## config.mk

```make
export PLATFORM = sky130hd
export DESIGN_NAME = iterative_shifter
export DESIGN_NICKNAME = d
export VERILOG_FILES = /design/src/rtl/iterative_shifter.sv
export SDC_FILE = /design/constraint.sdc
export NUM_CORES = 1
export LEC_CHECK = 0
export ABC_CLOCK_PERIOD_IN_PS = 3200
export CORE_MARGIN = 2
export CORE_UTILIZATION = 50
export CTS_BUF_LIST = sky130_fd_sc_hd__clkbuf_8
export CTS_CLUSTER_DIAMETER = 30
export DETAILED_ROUTE_END_ITERATION = 8
export PLACE_DENSITY = 0.94
export SKIP_LAST_GASP = 1
export SYNTH_ARGS = -nofsm -noshare
export SYNTH_HDL_FRONTEND = slang
export SYNTH_SLANG_ARGS = --single-unit
```

## constraint.sdc

```tcl
create_clock -name clk -period 3.2 [get_ports clk]
set_clock_uncertainty 0.05 [all_clocks]
set_input_delay 0.64 -clock clk [delete_from_list [all_inputs] [get_ports clk]]
set_output_delay 0.64 -clock clk [all_outputs]
set_load 0.02 [all_outputs]
```

## src/rtl/iterative_shifter.sv

```systemverilog
// Multi-cycle shift/rotate unit: shifts the working register by up to STEP bits per
// clock, with a start/done handshake so control can stall on busy_o.
module iterative_shifter #(
  parameter int unsigned DATA_WIDTH = 32,
  parameter int unsigned STEP       = 1,
  localparam int unsigned SHAMT_WIDTH = $clog2(DATA_WIDTH)
) (
  input  logic                   clk,
  input  logic                   reset,
  input  logic                   start_i,
  input  logic [1:0]             mode_i,
  input  logic [DATA_WIDTH-1:0]  data_i,
  input  logic [SHAMT_WIDTH-1:0] shamt_i,
  output logic                   busy_o,
  output logic                   done_o,
  output logic [DATA_WIDTH-1:0]  data_o
);

  typedef enum logic [1:0] {StIdle, StShift, StDone} state_e;

  // remaining never exceeds DATA_WIDTH-1, so clamping STEP there leaves min() unchanged
  localparam int unsigned StepClamp = (STEP >= DATA_WIDTH) ? DATA_WIDTH - 1 : STEP;
  localparam logic [SHAMT_WIDTH-1:0] StepK = SHAMT_WIDTH'(StepClamp);
  localparam logic [SHAMT_WIDTH:0]   DwK   = (SHAMT_WIDTH+1)'(DATA_WIDTH);

  state_e                 state_q, state_d;
  logic [DATA_WIDTH-1:0]  data_q, data_d;
  logic [SHAMT_WIDTH-1:0] rem_q, rem_d;
  logic [1:0]             mode_q, mode_d;

  logic [SHAMT_WIDTH-1:0] k;
  logic [SHAMT_WIDTH:0]   rot_l;
  logic [DATA_WIDTH-1:0]  shifted;

  always_comb begin
    k       = (rem_q > StepK) ? StepK : rem_q;
    rot_l   = DwK - {1'b0, k};
    shifted = data_q;
    case (mode_q)
      2'b00:   shifted = data_q << k;
      2'b01:   shifted = data_q >> k;
      2'b11:   shifted = $signed(data_q) >>> k;
      2'b10:   shifted = (data_q >> k) | (data_q << rot_l);
      default: shifted = data_q;
    endcase
  end

  always_comb begin
    state_d = state_q;
    data_d  = data_q;
    rem_d   = rem_q;
    mode_d  = mode_q;
    case (state_q)
      StIdle: begin
        if (start_i) begin
          data_d  = data_i;
          rem_d   = shamt_i;
          mode_d  = mode_i;
          state_d = (shamt_i != '0) ? StShift : StDone;
        end
      end
      StShift: begin
        data_d = shifted;
        rem_d  = rem_q - k;
        if (rem_q == k) state_d = StDone;
      end
      StDone:  state_d = StIdle;
      default: state_d = StIdle;
    endcase
  end

  always_ff @(posedge clk or negedge reset) begin
    if (!reset) begin
      state_q <= StIdle;
      data_q  <= '0;
      rem_q   <= '0;
      mode_q  <= 2'b00;
    end else begin
      state_q <= state_d;
      data_q  <= data_d;
      rem_q   <= rem_d;
      mode_q  <= mode_d;
    end
  end

  assign busy_o = (state_q != StIdle);
  assign done_o = (state_q == StDone);
  assign data_o = data_q;

endmodule

```

After elaboration in Yosys (flattened, before gate mapping) --
Cells that the tools add are included.
Storage, ports and cells: flip-flop bits (word level) 41, bits in latches 0, memory bits (writable) 0, bits in read-only memories 0, input port bits 42, output and inout port bits 34, logic and storage cells 38, memories 0
Operators by class: add/subtract/negate cells 2, multipliers 0, divide/modulo/power cells 0, order comparisons 1, equality and inequality tests 8, shift operators 4, muxes and demuxes 10, bitwise logic cells 1, reduce and logical (&&, ||, !) cells 8
Operators with widths (count):
- case mux 32 bit (4 select lines) | 1
- case mux 32 bit (2 select lines) | 1
- 2-to-1 mux 32 bit | 1
- bitwise OR 32 bit | 1
- left shift 32 x 5 -> 32 bit | 1
- left shift 32 x 6 -> 32 bit | 1
- right shift 32 x 5 -> 32 bit | 1
- >>> shifter 32 x 5 -> 32 bit | 1
- 2-to-1 mux 5 bit | 2
- case mux 5 bit (2 select lines) | 1
- == test 2 bit (second input constant) | 3
- 2-to-1 mux 2 bit | 3
- AND reduction 2 bit | 3
- subtractor 6 x 5 -> 6 bit (first input constant) | 1
- == test 5 bit | 1
- greater-than comparator 5 x 1 -> 1 bit (second input constant) | 1
- nonzero test 5 bit | 1
- subtractor 5 bit | 1
- == test 2 x 1 -> 1 bit (second input constant) | 2
- logical NOT 2 bit | 2
- != test 2 bit (second input constant) | 2
- case mux 2 bit (2 select lines) | 1
- nonzero test 2 bit | 2

Longest topological paths before layout --
Gate-level depths: netlist (run 1).
depth in word-level cells 7, gate-level depth with buffers 12, mapped depth without buffers 9

Least setup slack after synthesis (run 1) --
Ideal clock, no wire load.
path kind flip-flop to flip-flop, start register rem_q[4], end register data_q[19], in the netlist data_o[19], setup time 137 ps, data arrival time 2347 ps, required time 3013 ps, setup slack 666 ps, stages on the path, launching flop included 13, path buffers 3, period minus slack after synthesis 2534 ps, path through dfrtp_1 -> nor4_4 -> nand2_2 -> clkinv_2 -> buf_2 -> ha_1 -> buf_2 -> buf_2 -> mux2i_1 -> nor2_1 -> or3_1 -> o21ai_0 -> a21oi_1
On the way: cells in the longest elaborated chain, start to end 7, elaborated cells on any way between the ends 10, classes of those cells add/sub (1); order compare (1); shift (4); mux (3); bitwise (1)
RTL lines:
- start: declaration | line 28 | logic [SHAMT_WIDTH-1:0] rem_q, rem_d;
- start signal: assignment | line 81 | rem_q <= rem_d;
- greater-than comparator 5 x 1 -> 1 bit | line 36 | k = (rem_q > StepK) ? StepK : rem_q;
- 2-to-1 mux 5 bit (*) | line 36
- subtractor 6 x 5 -> 6 bit | line 37 | rot_l = DwK - {1'b0, k};
- left shift 32 x 6 -> 32 bit | line 43 | 2'b10: shifted = (data_q >> k) | (data_q << rot_l);
- bitwise OR 32 bit | line 43
- case mux 32 bit (4 select lines) (*) | line 39 | case (mode_q)
- case mux 32 bit (2 select lines) (*) | line 53 | case (state_q)
- end signal: assignment | line 80 | data_q <= data_d;
- end: declaration | line 27 | logic [DATA_WIDTH-1:0] data_q, data_d;
Mark *: on every way between the ends. The rest lies on a longest branch, timed or not. A chain may end at the register's enable or synchronous reset.

Worst setup path in the final report (run 1) --
start register rem_q[3], end register data_q[25], in the netlist data_o[25]
Same word-level chain as after synthesis.

==> results of run 1 <==
## synth_stat cells, types with 2 or more instances
| cell type | n | area [sq um] |
|---|---|---|
| inv_1 | 3 | 11.3 |
| a211oi_1 | 3 | 22.5 |
| o221ai_1 | 2 | 17.5 |
| o21ai_0 | 30 | 150 |
| a22oi_1 | 10 | 75.1 |
| nor3_1 | 3 | 15.0 |
| mux2_2 | 2 | 22.5 |
| or2_2 | 2 | 12.5 |
| nor2_1 | 34 | 128 |
| or3_1 | 10 | 62.6 |
| buf_2 | 11 | 55.1 |
| a31oi_1 | 2 | 12.5 |
| o22ai_1 | 17 | 106 |
| nor4_1 | 2 | 12.5 |
| nor4b_1 | 4 | 35.0 |
| or4_1 | 3 | 22.5 |
| o32ai_1 | 4 | 35.0 |
| o22a_1 | 2 | 17.5 |
| nand2b_1 | 6 | 37.5 |
| and3_1 | 2 | 12.5 |
| clkbuf_1 | 16 | 60.1 |
| mux2i_1 | 22 | 220 |
| nand2_1 | 47 | 176 |
| nand3_1 | 2 | 10.0 |
| nor2b_1 | 7 | 43.8 |
| ha_1 | 2 | 25.0 |
| dfrtp_1 | 41 | 1030 |
| a21oi_1 | 47 | 235 |
| a32o_1 | 3 | 30.0 |
## worst max-delay path, delay by kind of cell, from the launching register on
kind,cells,cell delay [ns]
and+or+nand+nor,2,0.18
muxes,1,0.19
adders and majority gates,1,0.67
buffers and inverters,2,0.39
AOI/OAI and AO/OA,3,0.56
DFF,1,0.48
## sequential cells by signal, summed over array words and instances (netlist names)
register and flops:
rem_q 5, mode_q 2, state_q 2, data_o 32
## per-layer routing
metal	wire, um	GRT usage	up-vias
li1	-	-	1487
met1	3810	0.391	1524
met2	4350	0.477	206
met3	833	0.0607	25
met4	216	0.114	0
met5	0	0	-
## area by class of cell
type                            count  area, sq um  share of cell area
Clock inverter                      2         13.8             0.00361
Clock buffer                        6         82.6              0.0216
Multi-Input combinational cell    291         1750               0.459
Inverter                            4         16.3             0.00426
Sequential cell                    41         1030               0.269
Tap cell                           72         90.1              0.0236
Timing Repair Buffer               87          836               0.219
## power breakdown
group          total [mW]  switching, mW  internal [mW]  leakage [nW]
sequential           1.26          0.485          0.779         0.472
clock               0.367          0.192          0.175        0.0512
combinational        2.63           1.44           1.19          1.02
## cell families after synthesis
family / synth area share
AOI/OAI and AO/OA: 0.286
and+or+nand+nor: 0.215
DFF: 0.352
buffers and inverters: 0.0464
muxes: 0.0911
adders and majority gates: 0.00859
other: 0.00129
## stage by stage
stage / area [sq um] / util
after global placement: 3720 / 0.667
after floorplan: 2910 / -
final: 3820 / 0.685
after CTS: 3820 / 0.685
after detailed placement: 3720 / 0.667
after global routing: 3820 / 0.685
## worst paths after layout
| kind | from | endpoint | cells after the start |
|---|---|---|---|
| worst max-delay path | rem_q[3]$_DFFE_PN0P_ | data_o[25]$_DFFE_PN0P_ | 9 |
| worst min-delay path | reset | data_o[17]$_DFFE_PN0P_ | 1 |
| worst max register to register | rem_q[3]$_DFFE_PN0P_ | data_o[25]$_DFFE_PN0P_ | 9 |
| worst min register to register | rem_q[0]$_DFFE_PN0P_ | rem_q[3]$_DFFE_PN0P_ | 2 |
| max in group asynchronous | reset | data_o[22]$_DFFE_PN0P_ | 1 |
| min in group clk | rem_q[0]$_DFFE_PN0P_ | rem_q[3]$_DFFE_PN0P_ | 2 |
==> results.yml, run 1 <==
status:
  outcome: "completed"
floorplan:
  coreArea_sq_mm: 0.00557
  die_w_um: 80.3
  num_rows: 27
  dieArea_sq_mm: 0.00645
  die_height_um: 80.3
  initial_utilization: 0.523
  ios: 76
drt:
  route.detailed.drc: 0
  vias: 3242
  first_iter_violations: 395
  drt-total-wl_mm: 9.21
  detail_route.wl_per_cell_um: 18.3
  first_pass_iters: 5
  drt-vias-per-instance: 6.45
  antenna_left: 0
sta:
  slew_headroom: 0.361
  tightest_slew_ns: 0.959
  period_minus_slack_ns: 2.67
  hold_violations: 0
  max_clock_freq_mhz: 374
  setup_viol: 0
  layout_setup_ws_ns: 0.530
  whs_ns: 0.433
  slew_viol_final: 0
  period_share: 0.835
  tns_ns: 0
  rsz0062_at_grt: "false"
global_routing:
  grt_pass1_wl_mm: 14.9
  grt_usage: 0.296
  grt_antenna_before_repair: 0
  grt_pass1_vias: 3105
  grt_overflow: 0
  grt_start_max_net_pins: 42
cts:
  clk_pin_slew_ns: 0.08
  root_buffer: "clkbuf_8"
  cts_buffers: 5
  cts_tree: "built"
  cts_buffer_depth: 2
  cts_sinks: 41
  cts-resized-gates: 0
  cts_max_level: 2
  clkLatencyLatePin_ns: 0.30
  holdBufCountCts: 0
  post_cts_buffers: 0
setup_path:
  cp_slowest_stage_delay_ns: 0.67
  path_cells: "nor4_4 > nand2_2 > clkinv_2 > ha_1 > buf_4 > mux2i_1 > o21ai_0 > o32ai_1 > a21oi_1"
  path_max_fanout: 14
  crit_type: "flip-flop to flip-flop"
  regToRegSetupSlack_ns: 0.53
  cp_slowest_cell: "ha_1"
  critPathLaunchType: "flip-flop"
  worst_ep_arrival_time_ns: 2.79
  required_ns: 3.32
  critPathCaptureType: "flip-flop"
logic_synthesis:
  ys_types: 54
  yosysSeqAreaShare: 0.352
  async_flop_share: 1.00
  ys_ff_latch: 41
  synthCells: 364
  syn_avg_cell_area_sq_um: 8.00
  synthFlopType: "dfrtp_1"
  syn_area_sq_mm: 0.00291
  yosysWarnings: 0
  synthesis.nets: 408
  synth-edff-count: 0
power:
  p_total_mw: 4.27
  peakVddDrop_uv: 540
  powerDensity_mw_per_mm2: 1120
  leakage_nw: 1.55
finish:
  layout-drive-gt1-share: 0.0719
  layout_common_cells: "clkdlybuf4s50_1 (74), nand2_1 (47), a21oi_1 (47)"
  layout_commonest_cell: "clkdlybuf4s50_1"
  nFillCells: 458
  final_cells: 503
  fin_nets: 474
  area_delta_synth_final_pct: 31.0
  diodes: 0
placed_design:
  placed_cells: 495
  numPortBuffers: 75
  gp_congestion: 0.898
  dpl.hpwl_mm: 6.53
  pre_cts_ws_ns: 0.331
hold_path:
  hold_path.class: "input pin to asynchronous set/reset pin"
run:
  drv_cap: 0
Power figures use the tool's default switching activity.
==> inputs of run 2 (changes only) <==
--- a/config.mk
+++ b/config.mk
@@ -5,7 +5,7 @@
 export SDC_FILE = /design/constraint.sdc
 export NUM_CORES = 1
 export LEC_CHECK = 0
-export ABC_CLOCK_PERIOD_IN_PS = 3200
+export ABC_CLOCK_PERIOD_IN_PS = 2500
 export CORE_MARGIN = 2
 export CORE_UTILIZATION = 50
 export CTS_BUF_LIST = sky130_fd_sc_hd__clkbuf_8
==> constraint.sdc (replaced) <==
create_clock -name clk -period 2.5 [get_ports clk]
set_clock_uncertainty 0.05 [all_clocks]
set_input_delay 0.5 -clock clk [delete_from_list [all_inputs] [get_ports clk]]
set_output_delay 0.5 -clock clk [all_outputs]
set_load 0.02 [all_outputs]
==> run 2 against run 1 <==
- sequential power is 30% higher
- register-to-register slack worse by 0.40 ns
- utilization is 2.1 points higher
- final cell count is 2.0% higher
- combinational power is 33% higher
- wire length is 5.5% higher
- power is 33% higher
- sequential cell count stayed put
- design area is 3.0% higher
- global-route usage is 0.77 points higher
- non-clock buffer count is 10 higher
- highest routed layer unchanged
==> results.yml, run 2 (synthesized netlist as in run 1, its figures left out) <==
sta:
  tightest_slew_ns: 0.944
  hold_violations: 0
  slew_headroom: 0.371
  max_clock_freq_mhz: 422
  slew_viol_final: 0
  setup_viol: 0
  whs_ns: 0.294
  period_minus_slack_ns: 2.37
  period_share: 0.949
floorplan:
  num_rows: 27
  initial_utilization: 0.523
  coreArea_sq_mm: 0.00557
  die_w_um: 80.3
  dieArea_sq_mm: 0.00645
  die_height_um: 80.3
  ios: 76
cts:
  root_buffer: "clkbuf_8"
  cts_sinks: 41
  clkLatencyLatePin_ns: 0.30
  cts_max_level: 2
  cts_buffer_depth: 2
  cts_buffers: 5
  cts_tree: "built"
  clk_pin_slew_ns: 0.08
finish:
  layout_commonest_cell: "clkdlybuf4s50_1"
  nFillCells: 447
  layout-drive-gt1-share: 0.0998
  final_util: 0.705
  area_delta_synth_final_pct: 35.0
  diodes: 0
  largest_register_ffs: 32
  layout_common_cells: "clkdlybuf4s50_1 (74), nand2_1 (47), a21oi_1 (47)"
  fin_nets: 484
power:
  p_switching_mw: 2.77
  powerDensity_mw_per_mm2: 1450
  peakVddDrop_uv: 770
  pwr-share-comb: 0.612
  power.share.switching: 0.486
  p_int_mw: 2.92
  pwr-share-seq: 0.288
  p_total_mw: 5.69
  leakage_nw: 1.61
  clkPwrFrac: 0.099
setup_path:
  crit_family: "simple AND/OR/NAND/NOR gates"
  path_max_fanout: 7
  path_cells: "nor4_4 > nand2_2 > clkinv_2 > ha_4 > buf_6 > mux2i_1 > nor2_1 > nor4_1 > or4_1 > o211ai_1"
  worst_ep_arrival_time_ns: 2.54
  required_ns: 2.67
  crit_type: "flip-flop to flip-flop"
  critPathLaunchType: "flip-flop"
  crit_buf_inv: 2
  critPathCaptureType: "flip-flop"
  cp_slowest_cell: "or4_1"
  cp_slowest_stage_delay_ns: 0.48
global_routing:
  grt_pass1_wl_mm: 15.2
  grt_pass1_vias: 3172
  grt_use_met2: 0.509
  grt_overflow: 0
  grt_usage: 0.304
  grt_use_met1: 0.391
  grt_start_max_net_pins: 42
  grt_antenna_before_repair: 0
  use_met3: 0.0539
  grt.busiest_layer: "met2"
hold_path:
  hold_path.class: "input pin to asynchronous set/reset pin"
placed_design:
  dpl.hpwl_mm: 6.62
  numPortBuffers: 75
  gp_congestion: 0.953
drt:
  drt-vias-per-instance: 6.67
  drt-total-wl_mm: 9.71
  first_pass_iters: 5
  antenna_left: 0
  route.detailed.drc: 0
  detail_route.wl_per_cell_um: 18.9
  first_iter_violations: 532
  vias: 3423
status:
  outcome: "completed"
run:
  drv_cap: 0
run 2: path summary, 6_finish.rpt:
check | cells after the start | from | slack [ns] | endpoint
worst max-delay path | 10 | rem_q[2]$_DFFE_PN0P_ | 0.13 | data_o[29]$_DFFE_PN0P_
worst min-delay path | 1 | reset | 0.29 | data_o[16]$_DFFE_PN0P_
worst max register to register | 10 | rem_q[2]$_DFFE_PN0P_ | 0.13 | data_o[29]$_DFFE_PN0P_
worst min register to register | 1 | state_q[1]$_DFFE_PN0P_ | 0.51 | state_q[0]$_DFFE_PN0P_
max in group asynchronous | 1 | reset | 1.46 | rem_q[1]$_DFFE_PN0P_
min in group clk | 1 | state_q[1]$_DFFE_PN0P_ | 0.51 | state_q[0]$_DFFE_PN0P_
run 2: power groups by stage:
stage	logic (mW)	clock network, mW	registers (mW)
2_1_floorplan	2.00	0	1.67
3_3_place_gp	3.27	0	1.58
3_5_place_dp	3.38	0	1.60
4_1_cts	3.41	0.564	1.60
5_1_grt	3.77	0.598	1.68
6_report	3.49	0.565	1.64
run 2: per-layer routing:
metal	part of all wire	wire length, um
met1	0.39	3800
met2	0.47	4580
met3	0.11	1060
met4	0.028	269
met5	0	0
run 2: cell type report:
cell class / count / area, sq um / share of cell area
multi-input combinational: 291 / 1770 / 0.449
sequential: 41 / 1030 / 0.262
timing repair buffer: 97 / 915 / 0.233
tap: 72 / 90.1 / 0.0229
clock buffer: 6 / 82.6 / 0.0210
clock inverter: 2 / 33.8 / 0.00859
inverter: 4 / 16.3 / 0.00414
run 2: timing repair:
item                       in CTS  in global routing
setup buffers                   0                  1
hold buffers                    0                  0
gates resized for setup         0                  6
setup endpoints to repair       0                 13
run 2: stage by stage:
stage	worst slack [ns]	instances	setup TNS [ns]	instance area (sq um)
final	0.129	513	0	3930
after global routing	-0.00778	513	-0.00778	3930
after CTS	0.0672	512	0	3900
after detailed placement	0.105	504	0	3790
after global placement	0.168	504	0	3790
after floorplan	0.00923	364	0	2920
==> inputs of run 3 (changes only) <==
--- a/config.mk
+++ b/config.mk
@@ -6,12 +6,14 @@
 export NUM_CORES = 1
 export LEC_CHECK = 0
 export ABC_CLOCK_PERIOD_IN_PS = 2500
+export CELL_PAD_IN_SITES_DETAIL_PLACEMENT = 1
+export CELL_PAD_IN_SITES_GLOBAL_PLACEMENT = 1
 export CORE_MARGIN = 2
-export CORE_UTILIZATION = 50
+export CORE_UTILIZATION = 37
 export CTS_BUF_LIST = sky130_fd_sc_hd__clkbuf_8
 export CTS_CLUSTER_DIAMETER = 30
 export DETAILED_ROUTE_END_ITERATION = 8
-export PLACE_DENSITY = 0.94
+export PLACE_DENSITY = 0.95
 export SKIP_LAST_GASP = 1
 export SYNTH_ARGS = -nofsm -noshare
 export SYNTH_HDL_FRONTEND = slang
==> run 3 against run 2 <==
- combinational power is 2% higher
- setup slack worse by 0.049 ns
- worst hold slack worse by 0.25 ns
- final cell count is 5.7% higher
- via count is 2.1% lower
- clock power hardly changed
- first-iteration DRC count is 65% lower
- wire length is 15% higher
- critical path depth is 2 lower
- design area is 0.80% higher
- sequential share of layout area is 0.21 points lower
- critical path type unchanged
- largest power group unchanged
==> results.yml, run 3 (synthesized netlist as in run 1, its figures left out) <==
finish:
  final_cells: 542
  layout_common_cells: "clkdlybuf4s50_1 (74), nand2_1 (47), a21oi_1 (46)"
  fin_nets: 483
  diodes: 0
  area_delta_synth_final_pct: 36.1
  final_util: 0.516
  largest_register_ffs: 32
  layout_commonest_cell: "clkdlybuf4s50_1"
  fin_area_sq_mm: 0.00396
  multiInputGateArea_sq_mm: 0.00176
  nFillCells: 953
  layout-drive-gt1-share: 0.100
  regArea_sq_mm: 0.00103
power:
  leakage_nw: 1.60
  p_total_mw: 5.78
  peakVddDrop_uv: 647
  powerDensity_mw_per_mm2: 1460
floorplan:
  die_w_um: 92.7
  initial_utilization: 0.379
  num_rows: 32
  die_height_um: 92.7
  ios: 76
  dieArea_sq_mm: 0.00860
  coreArea_sq_mm: 0.00769
drt:
  drt-total-wl_mm: 11.2
  route.detailed.drc: 0
  detail_route.wl_per_cell_um: 20.7
  drt-vias-per-instance: 6.18
  vias: 3352
  first_pass_iters: 5
  first_iter_violations: 186
  antenna_left: 0
hold_path:
  hold_path.class: "input pin to asynchronous set/reset pin"
setup_path:
  critPathLaunchType: "flip-flop"
  required_ns: 2.67
  cp-startpoint: "rem_q[2]$_DFFE_PN0P_"
  reg2reg_depth: 8
  regToRegSetupSlack_ns: 0.08
  r2r_start: "rem_q[2]$_DFFE_PN0P_"
  worst_ep_arrival_time_ns: 2.59
  r2r-end: "data_o[29]$_DFFE_PN0P_"
  path_max_fanout: 7
  critPathCaptureType: "flip-flop"
  crit_type: "flip-flop to flip-flop"
run:
  drv_cap: 0
sta:
  max_clock_freq_mhz: 413
  tightest_slew_ns: 0.831
  tns_ns: 0
  slew_viol_final: 0
  period_minus_slack_ns: 2.42
  rsz0062_at_grt: "true"
  hold_violations: 0
  period_share: 0.968
  setup_viol: 0
  slew_headroom: 0.445
cts:
  clkLatencyLatePin_ns: 0.30
  post_cts_buffers: 0
  clk_pin_slew_ns: 0.08
  cts_buffer_depth: 2
  cts_buffers: 5
  cts_sinks: 41
  cts_tree: "built"
  cts_max_level: 2
  root_buffer: "clkbuf_8"
placed_design:
  gp_congestion: 0.943
  placed_cells: 534
  place_area_sq_mm: 0.00382
  numPortBuffers: 75
  dpl.hpwl_mm: 7.83
global_routing:
  grt_pass1_vias: 3304
  grt_antenna_before_repair: 0
  grt_start_max_net_pins: 29
  grt_pass1_wl_mm: 17.4
  grt_overflow: 0
  grt_usage: 0.260
status:
  outcome: "completed"
run 3: layout make-up:
class	count	share of cell area
flip-flops and latches	41	0.259
inverters	4	0.00410
multi-input cells	291	0.445
well taps	102	0.0322
clock inverters	2	0.00852
repair buffers	96	0.230
clock buffers	6	0.0208
run 3: worst max-delay path by stage:
stage	to	slack, ns
3_5_place_dp	data_o[29]$_DFFE_PN0P_	0.07
3_3_place_gp	data_o[29]$_DFFE_PN0P_	0.19
2_1_floorplan	data_o[19]$_DFFE_PN0P_	0.009
6_report	data_o[29]$_DFFE_PN0P_	0.08
4_1_cts	data_o[29]$_DFFE_PN0P_	0.04
5_1_grt	data_o[29]$_DFFE_PN0P_	-0.03
run 3: per-layer routing:
layer / up-vias / GRT usage / routed length, um
met5: - / 0 / 0
met4: 0 / 0.0797 / 190
met3: 24 / 0.0382 / 662
met2: 145 / 0.457 / 5710
met1: 1687 / 0.330 / 4630
li1: 1496 / - / -
run 3: where the power goes:
group / switching [mW] / internal (mW) / leakage (nW) / total (mW)
registers: 0.650 / 1.00 / 0.470 / 1.65
clock network: 0.247 / 0.322 / 0.0626 / 0.568
logic: 1.97 / 1.60 / 1.07 / 3.57
run 3: stage by stage:
step,worst slack [ns],hold slack [ns]
CTS,0.0368,0.0513
global placement,0.191,0.363
floorplan,0.00923,0.154
detailed placement,0.0664,0.372
finish,0.0801,0.0440
global route,-0.0331,0.0517
run 3: timing repair:
item / 4_1_cts / 5_1_grt
hold endpoints to repair: 0 / 0
hold buffers: 0 / 0
setup endpoints to repair: 0 / 17
gates resized for setup: 0 / 8
run 3: critical path: stages (launching register included):
cell	delay [ns]
dfrtp_2	0.45
nor4_4	0.34
nand2_2	0.11
clkinv_2	0.07
ha_2	0.33
nor4b_2	0.29
nor4_1	0.10
or4_1	0.49
o211ai_1	0.10
